--- src/rtl/hash_out_buf_if.sv ---
// Digest-byte capture and replay bus between the hash core, the output buffer and the host.
interface hash_out_buf_if #(
  parameter int unsigned W = 8
);
  logic [5:0]   nn_i;
  logic         h_v_i;
  logic [W-1:0] h_i;
  logic         wr_ready_o;
  logic         out_v_o;
  logic [W-1:0] out_o;
  logic         out_ready_i;
  logic         out_last_o;
  logic         done_o;
  logic         err_o;

  // Buffer side.
  modport slave (
    input  nn_i, h_v_i, h_i, out_ready_i,
    output wr_ready_o, out_v_o, out_o, out_last_o, done_o, err_o
  );

  // Core/host side.
  modport master (
    output nn_i, h_v_i, h_i, out_ready_i,
    input  wr_ready_o, out_v_o, out_o, out_last_o, done_o, err_o
  );
endinterface

--- src/rtl/hash_out_buf.sv ---
// Cut-through digest byte buffer: stores up to DEPTH bytes from the hash core
// and replays the first len of them over a valid/ready handshake.
module hash_out_buf #(
  parameter int unsigned DEPTH = 32,
  parameter int unsigned W     = 8
) (
  input  logic          clk,
  input  logic          reset,
  hash_out_buf_if.slave bus
);

  localparam int unsigned CW = 6;
  localparam int unsigned AW = $clog2(DEPTH);
  localparam logic [CW-1:0] MAX_LEN = CW'(DEPTH);
  localparam logic [CW-1:0] ONE     = CW'(1);

  typedef enum logic [1:0] {
    IDLE  = 2'd0,
    FILL  = 2'd1,
    DRAIN = 2'd2
  } state_t;

  state_t         state_q, state_d;
  logic [CW-1:0]  wr_cnt_q, wr_cnt_d;
  logic [CW-1:0]  rd_cnt_q, rd_cnt_d;
  logic [CW-1:0]  len_q, len_d;
  logic [CW-1:0]  len_new_c;
  logic [W-1:0]   mem_q [DEPTH];

  logic           wr_en_c;
  logic           hs_c;
  logic           last_hs_c;
  logic [W-1:0]   rd_data_c;

  logic           wr_ready_q, wr_ready_d;
  logic           out_v_q, out_v_d;
  logic [W-1:0]   out_q, out_d;
  logic           out_last_q, out_last_d;
  logic           done_q, done_d;
  logic           err_q, err_d;

  // Effective digest length: 0 or anything above the store size means full size.
  always_comb begin
    len_new_c = bus.nn_i;
    if (bus.nn_i == '0 || bus.nn_i > MAX_LEN) begin
      len_new_c = MAX_LEN;
    end
  end

  // Next-state, counter and registered-output computation.
  always_comb begin
    state_d  = state_q;
    wr_cnt_d = wr_cnt_q;
    rd_cnt_d = rd_cnt_q;
    len_d    = len_q;
    err_d    = err_q;

    // Bytes are only stored in IDLE (first byte) and FILL; DRAIN drops them.
    wr_en_c   = bus.h_v_i && (state_q != DRAIN);
    hs_c      = out_v_q && bus.out_ready_i;
    last_hs_c = hs_c && (rd_cnt_q == len_q - ONE);

    if (wr_en_c) begin
      wr_cnt_d = wr_cnt_q + ONE;
    end
    if (hs_c) begin
      rd_cnt_d = rd_cnt_q + ONE;
    end

    case (state_q)
      IDLE: begin
        if (bus.h_v_i) begin
          len_d   = len_new_c;
          state_d = (len_new_c > ONE) ? FILL : DRAIN;
        end
      end
      FILL: begin
        if (wr_en_c && (wr_cnt_d == len_q)) begin
          state_d = DRAIN;
        end
      end
      DRAIN: begin
        if (bus.h_v_i) begin
          err_d = 1'b1;
        end
        // The final handshake can only occur here: the last byte is
        // presentable one cycle after it is written, i.e. after FILL ends.
        if (last_hs_c) begin
          state_d  = IDLE;
          wr_cnt_d = '0;
          rd_cnt_d = '0;
        end
      end
      default: begin
        state_d  = IDLE;
        wr_cnt_d = '0;
        rd_cnt_d = '0;
      end
    endcase

    // Forward the byte being written this cycle into the output register when
    // it is the next one to present, since mem_q only holds it after the edge.
    if (wr_en_c && (rd_cnt_d == wr_cnt_q)) begin
      rd_data_c = bus.h_i;
    end else begin
      rd_data_c = mem_q[rd_cnt_d[AW-1:0]];
    end

    out_v_d    = (rd_cnt_d < wr_cnt_d);
    out_d      = out_v_d ? rd_data_c : '0;
    out_last_d = out_v_d && (rd_cnt_d == len_d - ONE);
    done_d     = last_hs_c;
    wr_ready_d = (state_d == IDLE);
  end

  // State, counters and registered outputs.
  always_ff @(posedge clk) begin
    if (reset) begin
      state_q    <= IDLE;
      wr_cnt_q   <= '0;
      rd_cnt_q   <= '0;
      len_q      <= '0;
      wr_ready_q <= 1'b1;
      out_v_q    <= 1'b0;
      out_q      <= '0;
      out_last_q <= 1'b0;
      done_q     <= 1'b0;
      err_q      <= 1'b0;
    end else begin
      state_q    <= state_d;
      wr_cnt_q   <= wr_cnt_d;
      rd_cnt_q   <= rd_cnt_d;
      len_q      <= len_d;
      wr_ready_q <= wr_ready_d;
      out_v_q    <= out_v_d;
      out_q      <= out_d;
      out_last_q <= out_last_d;
      done_q     <= done_d;
      err_q      <= err_d;
    end
  end

  // Byte store; contents are don't-care after reset.
  always_ff @(posedge clk) begin
    if (!reset && wr_en_c) begin
      mem_q[wr_cnt_q[AW-1:0]] <= bus.h_i;
    end
  end

  assign bus.wr_ready_o = wr_ready_q;
  assign bus.out_v_o    = out_v_q;
  assign bus.out_o      = out_q;
  assign bus.out_last_o = out_last_q;
  assign bus.done_o     = done_q;
  assign bus.err_o      = err_q;

endmodule

--- src/flat_wrapper.sv ---
// flat-port wrapper written by rule: the top's interface ports become plain ports
module hash_out_buf_flat 
#(
  parameter int unsigned DEPTH = 32,
  parameter int unsigned W     = 8
)
  (clk, reset, bus_nn_i, bus_h_v_i, bus_h_i, bus_out_ready_i, bus_wr_ready_o, bus_out_v_o, bus_out_o, bus_out_last_o, bus_done_o, bus_err_o);
  hash_out_buf_if #(.W(W)) bus_i ();
  input  logic clk;
  input  logic reset;
  input wire logic [$bits(bus_i.nn_i)-1:0] bus_nn_i;
  input wire logic [$bits(bus_i.h_v_i)-1:0] bus_h_v_i;
  input wire logic [$bits(bus_i.h_i)-1:0] bus_h_i;
  input wire logic [$bits(bus_i.out_ready_i)-1:0] bus_out_ready_i;
  output wire logic [$bits(bus_i.wr_ready_o)-1:0] bus_wr_ready_o;
  output wire logic [$bits(bus_i.out_v_o)-1:0] bus_out_v_o;
  output wire logic [$bits(bus_i.out_o)-1:0] bus_out_o;
  output wire logic [$bits(bus_i.out_last_o)-1:0] bus_out_last_o;
  output wire logic [$bits(bus_i.done_o)-1:0] bus_done_o;
  output wire logic [$bits(bus_i.err_o)-1:0] bus_err_o;
  assign bus_i.nn_i = bus_nn_i;
  assign bus_i.h_v_i = bus_h_v_i;
  assign bus_i.h_i = bus_h_i;
  assign bus_i.out_ready_i = bus_out_ready_i;
  assign bus_wr_ready_o = bus_i.wr_ready_o;
  assign bus_out_v_o = bus_i.out_v_o;
  assign bus_out_o = bus_i.out_o;
  assign bus_out_last_o = bus_i.out_last_o;
  assign bus_done_o = bus_i.done_o;
  assign bus_err_o = bus_i.err_o;
  hash_out_buf #(.DEPTH(DEPTH), .W(W)) u_core (.clk(clk), .reset(reset), .bus(bus_i));
endmodule
--- config.mk ---
export PLATFORM = sky130hd
export DESIGN_NAME = hash_out_buf_flat
export DESIGN_NICKNAME = d
export VERILOG_FILES = /design/src/rtl/hash_out_buf_if.sv /design/src/rtl/hash_out_buf.sv /design/src/flat_wrapper.sv
export SDC_FILE = /design/constraint.sdc
export NUM_CORES = 1
export LEC_CHECK = 0
export CELL_PAD_IN_SITES_DETAIL_PLACEMENT = 1
export CELL_PAD_IN_SITES_GLOBAL_PLACEMENT = 1
export CORE_AREA = 10 10 163 165
export DETAILED_ROUTE_END_ITERATION = 10
export DIE_AREA = 0 0 173 175
export PLACE_DENSITY = 0.86
export SYNTH_ARGS = -nofsm -noshare
export SYNTH_HDL_FRONTEND = slang
export SYNTH_SLANG_ARGS = --single-unit
--- constraint.sdc ---
create_clock -name clk -period 5.6 [get_ports clk]
set_clock_uncertainty 0.05 [all_clocks]
set_input_delay 1.4 -clock clk [delete_from_list [all_inputs] [get_ports clk]]
set_output_delay 1.4 -clock clk [all_outputs]
set_load 0.02 [all_outputs]
# Yosys cells after proc, flatten, opt, wreduce, memory -nomap -nowiden
# Memory sizes are Yosys's and may differ from the RTL's.
# Index checks and enable logic that the tools add are counted.
# totals
reg_bits,33
ram_bits,256
input_bits,18
output_inout_bits,13
elab_cells,58
n_memories,1
# memory_table
name,words,word_bits,rd,rd_clocked_by_memory_dff,write_ports,line_no,text
u_core.mem_q,32,8,1,0,1,hash_out_buf.sv:28,logic [W-1:0] mem_q [DEPTH];
# op_classes
n_addsub,4
order_cmp,3
n_eq_ne,7
n_mux,17
bitwise_logic,1
reduce_logical,15
# ops
operator,n
two-way mux 6 bit,7
== test 6 bit,4
one-hot mux 6 bit (2 select lines),2
"adder 6 x 1 -> 6 bit, second input constant",2
"subtractor 6 x 1 -> 6 bit, second input constant",2
two-way mux 2 bit,4
two-way mux 8 bit,1
logical AND 1 bit,7
"> comparator 6 x 1 -> 1 bit, second input constant",1
"> comparator 6 bit, second input constant",1
zero test 6 bit,1
< comparator 6 bit,1
one-hot mux 2 bit (3 select lines),1
zero test 2 bit,2
OR reduction 2 bit,2
"== test 2 x 1 -> 1 bit, second input constant",1
"== test 2 bit, second input constant",1
two-way mux 1 bit,2
"!= test 2 bit, second input constant",1
AND reduction 2 bit,1
zero test 1 bit,1
logical OR 1 bit,1
inverter 1 bit,1

# Longest topological paths before layout
# Gate-level depths: netlist of the first run.
# logic_depth
depth_word,8
depth_mapped,15
depth_no_buf,13

# Worst setup path before layout of the first run
# OpenSTA, ideal clock, no wires.
# synth_timing
kind,input -> register
from,input bus_out_ready_i
to,"register u_core.out_last_q, in the netlist u_core.bus.out_last_o"
setup_ps,92
arrival_ps,3733
t_required_ps,5458
slack_ps,1725
stages,11
n_path_buf,1
cell_sequence,nand2_1 > nor2_1 > o2111a_2 > o211a_4 > clkbuf_1 > or2_2 > ha_1 > a21o_1 > a211oi_1 > o211ai_2 > nor4_1
# synth_between
elab_chain_cells,6
elab_cells_between_ends,10
cone_classes,order compare: 1; eq/ne: 1; mux: 5; reduce/logical: 3
# synth_lines
element,line_no,text
from (decl),flat_wrapper.sv:14,input wire logic [$bits(bus_i.out_ready_i)-1:0] bus_out_ready_i;
logical AND 1 bit *,hash_out_buf.sv:60,hs_c = out_v_q && bus.out_ready_i;
two-way mux 6 bit / logical AND 1 bit (equally long branches),"hash_out_buf.sv:66, hash_out_buf.sv:61",
two-way mux 6 bit,hash_out_buf.sv:88,if (last_hs_c) begin
one-hot mux 6 bit (2 select lines),hash_out_buf.sv:70,case (state_q)
< comparator 6 bit / == test 6 bit (equally long branches),"hash_out_buf.sv:109, hash_out_buf.sv:111",
logical AND 1 bit *,hash_out_buf.sv:111,out_last_d = out_v_d && (rd_cnt_d == len_d - ONE);
to (signal assigned),hash_out_buf.sv:137,out_last_q <= out_last_d;
to (decl),hash_out_buf.sv:38,"logic out_last_q, out_last_d;"
# Every way passes the cells marked *; elsewhere a longest branch is shown, timed or not.
# A chain may end at the register's enable or synchronous reset.

# Worst setup path after layout of the first run
# layout_timing
from,input bus_out_ready_i
to,"register u_core.out_q[4], in the netlist u_core.bus.out_o[4]"
# layout_between
elab_chain_cells,7
elab_cells_between_ends,14
cone_classes,order compare: 1; eq/ne: 1; mux: 6; bitwise: 1; reduce/logical: 4; memory: 1
# layout_lines
element,line_no,text
logical AND 1 bit *,hash_out_buf.sv:60,
"parallel branches: the longest is 6 deep, another holds memory (32 x 8 bit)",-,
to (signal assigned),hash_out_buf.sv:136,out_q <= out_d;
to (decl),hash_out_buf.sv:37,"logic [W-1:0] out_q, out_d;"
# Every way passes the cells marked *.

==> reports/metrics.csv, run 1 <==
stage,metric,value,unit
run_status,status,"complete, no violations",
synthesis,synth_fa_ha_area_frac,0.01190,
synthesis,synth_xor_area_frac,0.02271,
global_routing,grtUsageMet3,0.03363,
drt,avgRoutedWirePerCell,28.59,um
sta,drv_slew,0,
global_routing,grt_max_degree,73,
power_and_ir_drop,cellInternalPower,4.191,mW
synthesis,synth_simple_gate_area_frac,0.1180,
drt,vias,8574,
worst_setup_path,cpPeakStageDelay,650,ps
sta,rsz0062_at_grt,false,
power_and_ir_drop,power_frac_clock,0.309,
clocking,clk_pin_slew,70,ps
worst_setup_path,cp_top_family,compound AO/OA/AOI/OAI gates,
synthesis,synth_top_family_by_area,simple AND/OR/NAND/NOR gates,
worst_setup_path,path_buf_inv,2,
clocking,clk_latency,570,ps
worst_setup_path,crit_chain,clkdlybuf4s50_1 > nand3_1 > xnor2_2 > buf_4 > nor2_1 > a32oi_1 > a31oi_1 > a21oi_1 > a2111oi_0 > a211oi_1,
drt,drt_first_pass_iters,5,
clocking,cts_inserted_buffers,30,
synthesis,syn_area,12620,um2
floorplan,die-area,30280,um2
clocking,cts_num_sinks,289,
floorplan,die_height,175,um
synthesis,synthFlopType,edfxtp_1,
sta,min_period_over_period,0.7836,
sta,max_freq,0.2279,GHz
synthesis,synth_nets,970,
clocking,cts_resized,0,
worst_setup_path,start_kind,input port,
power_and_ir_drop,power_density,446.7,nW/um2
clocking,ctsRootBufferMaster,clkbuf_16,
synthesis,yosysMostFrequentCell,edfxtp_1,
floorplan,io_pins,31,
synthesis,synth_area_leader_cell,edfxtp_1,
clocking,cts_hold_buffers,0,
worst_setup_path,required,5970,ps
drt,drt_wl_total,37650,um
worst_setup_path,end_kind,flop,
worst_setup_path,critPathMaxFanout,11,
clocking,cts_tree,done,
synthesis,synth.area.mux_share,0.06318,
global_routing,use_met2,0.4029,
sta,worst_pin_slew,1177,ps
clocking,post_cts.repair.setup_buffers,0,
power_and_ir_drop,power_switching_share,0.3397,
sta,holdWs,429.7,ps
drt,drc,0,
worst_setup_path,slowest_stage,a2111oi_0,
synthesis,synth.avg_cell_area,13.42,um2
power_and_ir_drop,switchingPower,2.156,mW
cells_and_area,regArea,8348,um2
power_and_ir_drop,pwr-share-seq,0.385,
cells_and_area,final_net_count,1007,
synthesis,synth_edf_count,256,
sta,hold_viol,0,
floorplan,core-area,23260,um2
synthesis,ys_types,69,
global_routing,grtUsageMet1,0.3242,
floorplan,rows,56,
synthesis,synth_top_area_frac,0.6093,
cells_and_area,drive_gt1_frac,0.1082,
placement,portBuffers,30,
power_and_ir_drop,p_comb_frac,0.306,
synthesis,synth_cells,940,
power_and_ir_drop,ir_worst_vdd,0.0002788,V
floorplan,initial_utilization,0.5423,
synthesis,synthTopCellsByArea,"edfxtp_1 61%, dfxtp_1 5.2%, mux2i_1 4.4%",
synthesis,synth_commonest_cells,"256 x edfxtp_1, 98 x nand2_1, 86 x nor2_1",
global_routing,grt_pass1_vias,9067,
sta,slew_headroom,0.2127,
synthesis,synth-compound-area-share,0.09620,
global_routing,track_usage,0.2456,
clocking,clock_path_buffers,3,
min_path,min_path_type,flop to flop,
drt,via_per_inst,6.510,
synthesis,postSynth.asyncResetShare,0,
drt,drt_iter0_markers,986,
placement,gp_congestion,0.8896,
synthesis,yosysSeqAreaShare,0.6617,
worst_setup_path,critPathArrivalTime,4750,ps
global_routing,antenna_found_initial,0,
global_routing,grt_remaining_overflow,0,
placement,post-dp-hpwl,23980,um
power_and_ir_drop,p_leak,4.830,nW
worst_setup_path,crit_type,input port to flop,
cells_and_area,n_antenna_cell,0,
sta,fin_crit,4388,ps
flow_run,maxCapViolCount,0,
cells_and_area,multi_input_area,3959,um2
sta,setup_violations,0,
global_routing,gr-max-usage-layer,met2,
cells_and_area,area_growth,12.64,%
cells_and_area,fill_cells,2241,
synthesis,ys_warn_count,0,
drt,ant_nets,0,
global_routing,grt_pass1_wl,57840,um
clocking,cts_htree_levels,1,
synthesis,ys_ff_latch,289,
floorplan,die_w,173,um
sta,setup_tns,0,ps
[state kept, by name (all words and copies together), names as in the netlist]
signal / flops
u_core.len_q: 6
u_core.mem_q: 256
u_core.bus.out_v_o: 1
u_core.bus.err_o: 1
u_core.bus.done_o: 1
u_core.bus.out_last_o: 1
u_core.bus.out_o: 8
u_core.rd_cnt_q: 6
u_core.wr_cnt_q: 6
u_core.bus.wr_ready_o: 1
u_core.state_q: 2
[worst paths after layout]
| kind | startpoint | end | slack [ps] | cells past startpoint |
|---|---|---|---|---|
| worst max-delay path | bus_out_ready_i | u_core.bus.out_o[4]$_SDFF_PP0_ | 1210 | 10 |
| worst min-delay path | u_core.bus.err_o$_SDFFE_PP0P_ | u_core.bus.err_o$_SDFFE_PP0P_ | 430 | 2 |
| worst max register to register | u_core.rd_cnt_q[1]$_SDFF_PP0_ | u_core.bus.out_o[4]$_SDFF_PP0_ | 1810 | 10 |
| worst min register to register | u_core.bus.err_o$_SDFFE_PP0P_ | u_core.bus.err_o$_SDFFE_PP0P_ | 430 | 2 |
[per-stage QoR]
stage / util / worst slack, ps / power (mW) / area, um2 / std cells
final: 0.6109 / 1212 / 6.347 / 14210 / 1317
after global placement: 0.5700 / 948.9 / 4.300 / 13260 / 1264
after global routing: 0.6109 / 1041 / 6.551 / 14210 / 1317
after CTS: 0.6109 / 1310 / 6.318 / 14210 / 1317
after floorplan: - / 1725 / 3.745 / 12620 / 940
after detailed placement: 0.5700 / 869.5 / 4.354 / 13260 / 1264
[layout make-up]
cell class / count / area share
multi-input cells: 587 / 0.2786
clock inverters: 20 / 0.01330
repair buffers: 55 / 0.03522
well taps: 319 / 0.02809
inverters: 14 / 0.003698
flip-flops and latches: 289 / 0.5875
clock buffers: 33 / 0.05362
[power groups by stage]
stage | clock (mW) | sequential (mW) | combinational [mW]
after floorplan | 0 | 2.48 | 1.27
after global placement | 0 | 2.48 | 1.82
after detailed placement | 0 | 2.49 | 1.87
after CTS | 1.97 | 2.44 | 1.91
after global routing | 2.06 | 2.45 | 2.04
final | 1.96 | 2.44 | 1.94
[logic make-up after synthesis]
| logic type | count (synthesis) |
|---|---|
| multiplexers | 67 |
| AND/OR/NAND/NOR | 324 |
| flip-flops | 289 |
| adder cells (fa/ha/maj) | 12 |
| AO/OA/AOI/OAI | 153 |
| buffers and inverters | 64 |
| XOR/XNOR | 31 |
[cell usage in the layout (no fill, tap or decap), types with 24 or more instances in the layout]
cell type	instances
clkbuf_16	30
nand3_1	50
buf_4	24
edfxtp_1	256
clkdlybuf4s50_1	30
nand2_1	98
mux2i_1	56
nor3_1	36
dfxtp_1	33
nor2_1	86
[per-layer routing]
layer / part of all wire / routed length (um) / up-vias
li1: - / - / 3695
met1: 0.41 / 15340 / 4322
met2: 0.47 / 17790 / 464
met3: 0.079 / 2974 / 93
met4: 0.041 / 1535 / 0
met5: 0 / 0 / -
[worst reg2reg max path: stages (launching register included)]
cell	delay, ps
dfxtp_1	470
ha_1	240
xor2_1	370
o32a_1	770
buf_4	310
o22ai_1	90
a221o_1	340
a221o_1	350
o22ai_1	210
a2111oi_0	140
a211oi_1	350
(Power assumes the default switching activity.)
==> run 2: changes to the inputs <==
--- a/config.mk
+++ b/config.mk
@@ -7,10 +7,10 @@
 export LEC_CHECK = 0
 export CELL_PAD_IN_SITES_DETAIL_PLACEMENT = 1
 export CELL_PAD_IN_SITES_GLOBAL_PLACEMENT = 1
-export CORE_AREA = 10 10 163 165
+export CORE_AREA = 10 10 175 177
 export DETAILED_ROUTE_END_ITERATION = 10
-export DIE_AREA = 0 0 173 175
-export PLACE_DENSITY = 0.86
+export DIE_AREA = 0 0 185 187
+export PLACE_DENSITY = 0.79
 export SYNTH_ARGS = -nofsm -noshare
 export SYNTH_HDL_FRONTEND = slang
 export SYNTH_SLANG_ARGS = --single-unit
==> constraint.sdc (replaced) <==
create_clock -name clk -period 3.79 [get_ports clk]
set_clock_uncertainty 0.05 [all_clocks]
set_input_delay 0.9475 -clock clk [delete_from_list [all_inputs] [get_ports clk]]
set_output_delay 0.9475 -clock clk [all_outputs]
set_load 0.02 [all_outputs]
==> run 2 against run 1 <==
Sequential share of layout area is 4.0 points lower. Wire length is 6.4% higher. Flip-flop and latch count stayed put. Register-to-register slack worse by 1600 ps. Cell area is 7.3% higher. Critical path type unchanged. Critical endpoint is now u_core.bus.out_o[0]$_SDFF_PP0_.
==> reports/metrics.csv, run 2 (synthesis results as in run 1) <==
stage,metric,value,unit
worst_setup_path,worstSetupStartpoint,bus_out_ready_i,
cells_and_area,fin_area,15240,um2
drt,drt_wl_total,40060,um
cells_and_area,layout.cells.non_filler,1445,
drt,wirelength_met1,15610,um
cells_and_area,drive_gt1_frac,0.1902,
sta,drv_slew,0,
floorplan,initial_utilization,0.4617,
global_routing,track_usage,0.2291,
global_routing,grt_remaining_overflow,0,
cells_and_area,fill_cells,2672,
clocking,cts_tree,done,
worst_setup_path,reg2regPathDepth,13,
cells_and_area,final_common_cell,edfxtp_1,
global_routing,antenna_found_initial,2,
cells_and_area,final_net_count,1106,
sta,rsz0062_at_grt,false,
cells_and_area,largest_reg_flops,256,
drt,ant_nets,0,
clocking,cts_num_sinks,289,
sta,slew_headroom,0.3403,
placement,post-dp-hpwl,26960,um
drt,met2WireLength,19360,um
cells_and_area,area_growth,20.84,%
drt,drt_iter0_markers,780,
global_routing,grt_pass1_vias,9687,
sta,min_period_over_period,0.9576,
worst_setup_path,critPathMaxFanout,14,
drt,vias,9002,
worst_setup_path,start_kind,input port,
sta,setup_violations,0,
worst_setup_path,end_kind,flop,
worst_setup_path,timing.rr.start,u_core.len_q[0]$_SDFF_PP0_,
worst_setup_path,required,4160,ps
run_status,status,"complete, no violations",
sta,fin_crit,3629,ps
clocking,post_cts.repair.setup_buffers,0,
worst_setup_path,crit_type,input port to flop,
sta,hold_viol,0,
sta,worst_pin_slew,986.5,ps
worst_setup_path,endpoint,u_core.bus.out_o[0]$_SDFF_PP0_,
drt,via_per_inst,6.230,
worst_setup_path,rr_endpoint,u_core.bus.out_o[0]$_SDFF_PP0_,
sta,setup_tns,0,ps
floorplan,rows,61,
min_path,min_path_type,flop to flop,
drt,top_layer_used,met5,
clocking,ctsRootBufferMaster,clkbuf_16,
drt,drt_first_pass_iters,6,
sta,max_freq,0.2755,GHz
global_routing,grt_pass1_wl,60220,um
floorplan,die_w,185,um
clocking,clock_path_buffers,3,
power_and_ir_drop,ir_worst_vdd,0.0004180,V
placement,place_area,14200,um2
clocking,clk_latency,580,ps
cells_and_area,layout_common_cells,"256 x edfxtp_1, 108 x buf_4, 98 x nand2_1",
power_and_ir_drop,power,10.13,mW
placement,dp_cells,1389,
worst_setup_path,r2r_slack,260,ps
floorplan,die-area,34600,um2
global_routing,grt_max_degree,34,
clocking,clk_pin_slew,60,ps
drt,drc,0,
cells_and_area,n_antenna_cell,0,
placement,portBuffers,30,
power_and_ir_drop,power_density,664.3,nW/um2
drt,dr_wl_met3,3349,um
clocking,cts_htree_levels,1,
placement,gp_congestion,0.9010,
drt,avgRoutedWirePerCell,27.72,um
worst_setup_path,critPathArrivalTime,4000,ps
floorplan,io_pins,31,
floorplan,core-area,27320,um2
flow_run,maxCapViolCount,0,
floorplan,die_height,187,um
clocking,cts_inserted_buffers,31,
power_and_ir_drop,p_leak,5.426,nW
run 2: final cells by class:
type                    instances  area (um2)  area share
flip-flops and latches        289        8348      0.5476
multi-input cells             587        3968      0.2603
repair buffers                153        1411     0.09258
clock buffers                  38       802.0     0.05261
well taps                     346       432.9     0.02840
clock inverters                18       230.2     0.01510
inverters                      14       52.55    0.003447
run 2: through the flow:
step / utilization / hold slack (ps) / worst slack, ps
after floorplan: - / 505.5 / 367.2
after global placement: 0.5198 / 399.7 / -350.6
after detailed placement: 0.5198 / 412.9 / -413.7
after CTS: 0.5576 / 425.6 / 107.2
after global routing: 0.5579 / 459.5 / 29.95
final: 0.5579 / 418.4 / 160.6
run 2: layer usage:
metal,up-vias,global-route usage
met5,-,0
met4,4,0.09412
met3,123,0.04837
met2,453,0.3752
met1,4519,0.2881
li1,3903,-
run 2: repair_timing:
action,4_1_cts,5_1_grt
endpoints found under the setup margin,0,2
gates resized for setup,0,3
hold buffers,0,0
run 2: worst min-delay path by stage:
| stage | start | to | cells after the start |
|---|---|---|---|
| CTS | u_core.bus.err_o$_SDFFE_PP0P_ | u_core.bus.err_o$_SDFFE_PP0P_ | 2 |
| global placement | u_core.bus.err_o$_SDFFE_PP0P_ | u_core.bus.err_o$_SDFFE_PP0P_ | 2 |
| detailed placement | u_core.bus.err_o$_SDFFE_PP0P_ | u_core.bus.err_o$_SDFFE_PP0P_ | 2 |
| global route | u_core.bus.err_o$_SDFFE_PP0P_ | u_core.bus.err_o$_SDFFE_PP0P_ | 2 |
| finish | u_core.bus.err_o$_SDFFE_PP0P_ | u_core.bus.err_o$_SDFFE_PP0P_ | 2 |
| floorplan | u_core.wr_cnt_q[5]$_SDFF_PP0_ | u_core.wr_cnt_q[5]$_SDFF_PP0_ | 2 |
run 2: report_power, final:
group | total (mW) | switching (mW) | internal [mW]
clock | 3.10 | 1.26 | 1.84
combinational | 3.43 | 1.97 | 1.46
sequential | 3.60 | 0.0748 | 3.53
run 2: critical path: stages:
cell and delay (ps):
clkdlybuf4s50_1 470, buf_4 170, a21boi_1 310, nor2_4 90, buf_12 170, buf_12 140
buf_4 160, nand2_1 70, nand3_1 140, a31oi_1 410, a21oi_1 150, a2111oi_1 560
a211oi_1 210
==> run 3: changes to the inputs <==
==> constraint.sdc (replaced) <==
create_clock -name clk -period 3.79 [get_ports clk]
set_clock_uncertainty 0.05 [all_clocks]
set_input_delay 0.9475 -clock clk [delete_from_list [all_inputs] [get_ports clk]]
set_output_delay 0.9475 -clock clk [all_outputs]
set_load 0.005 [all_outputs]
==> results of run 3 <==
The final DEF is identical to that of run 2. Status: complete, no violations.
Main changes from that run: total power 10.13 mW -> 10.10 mW
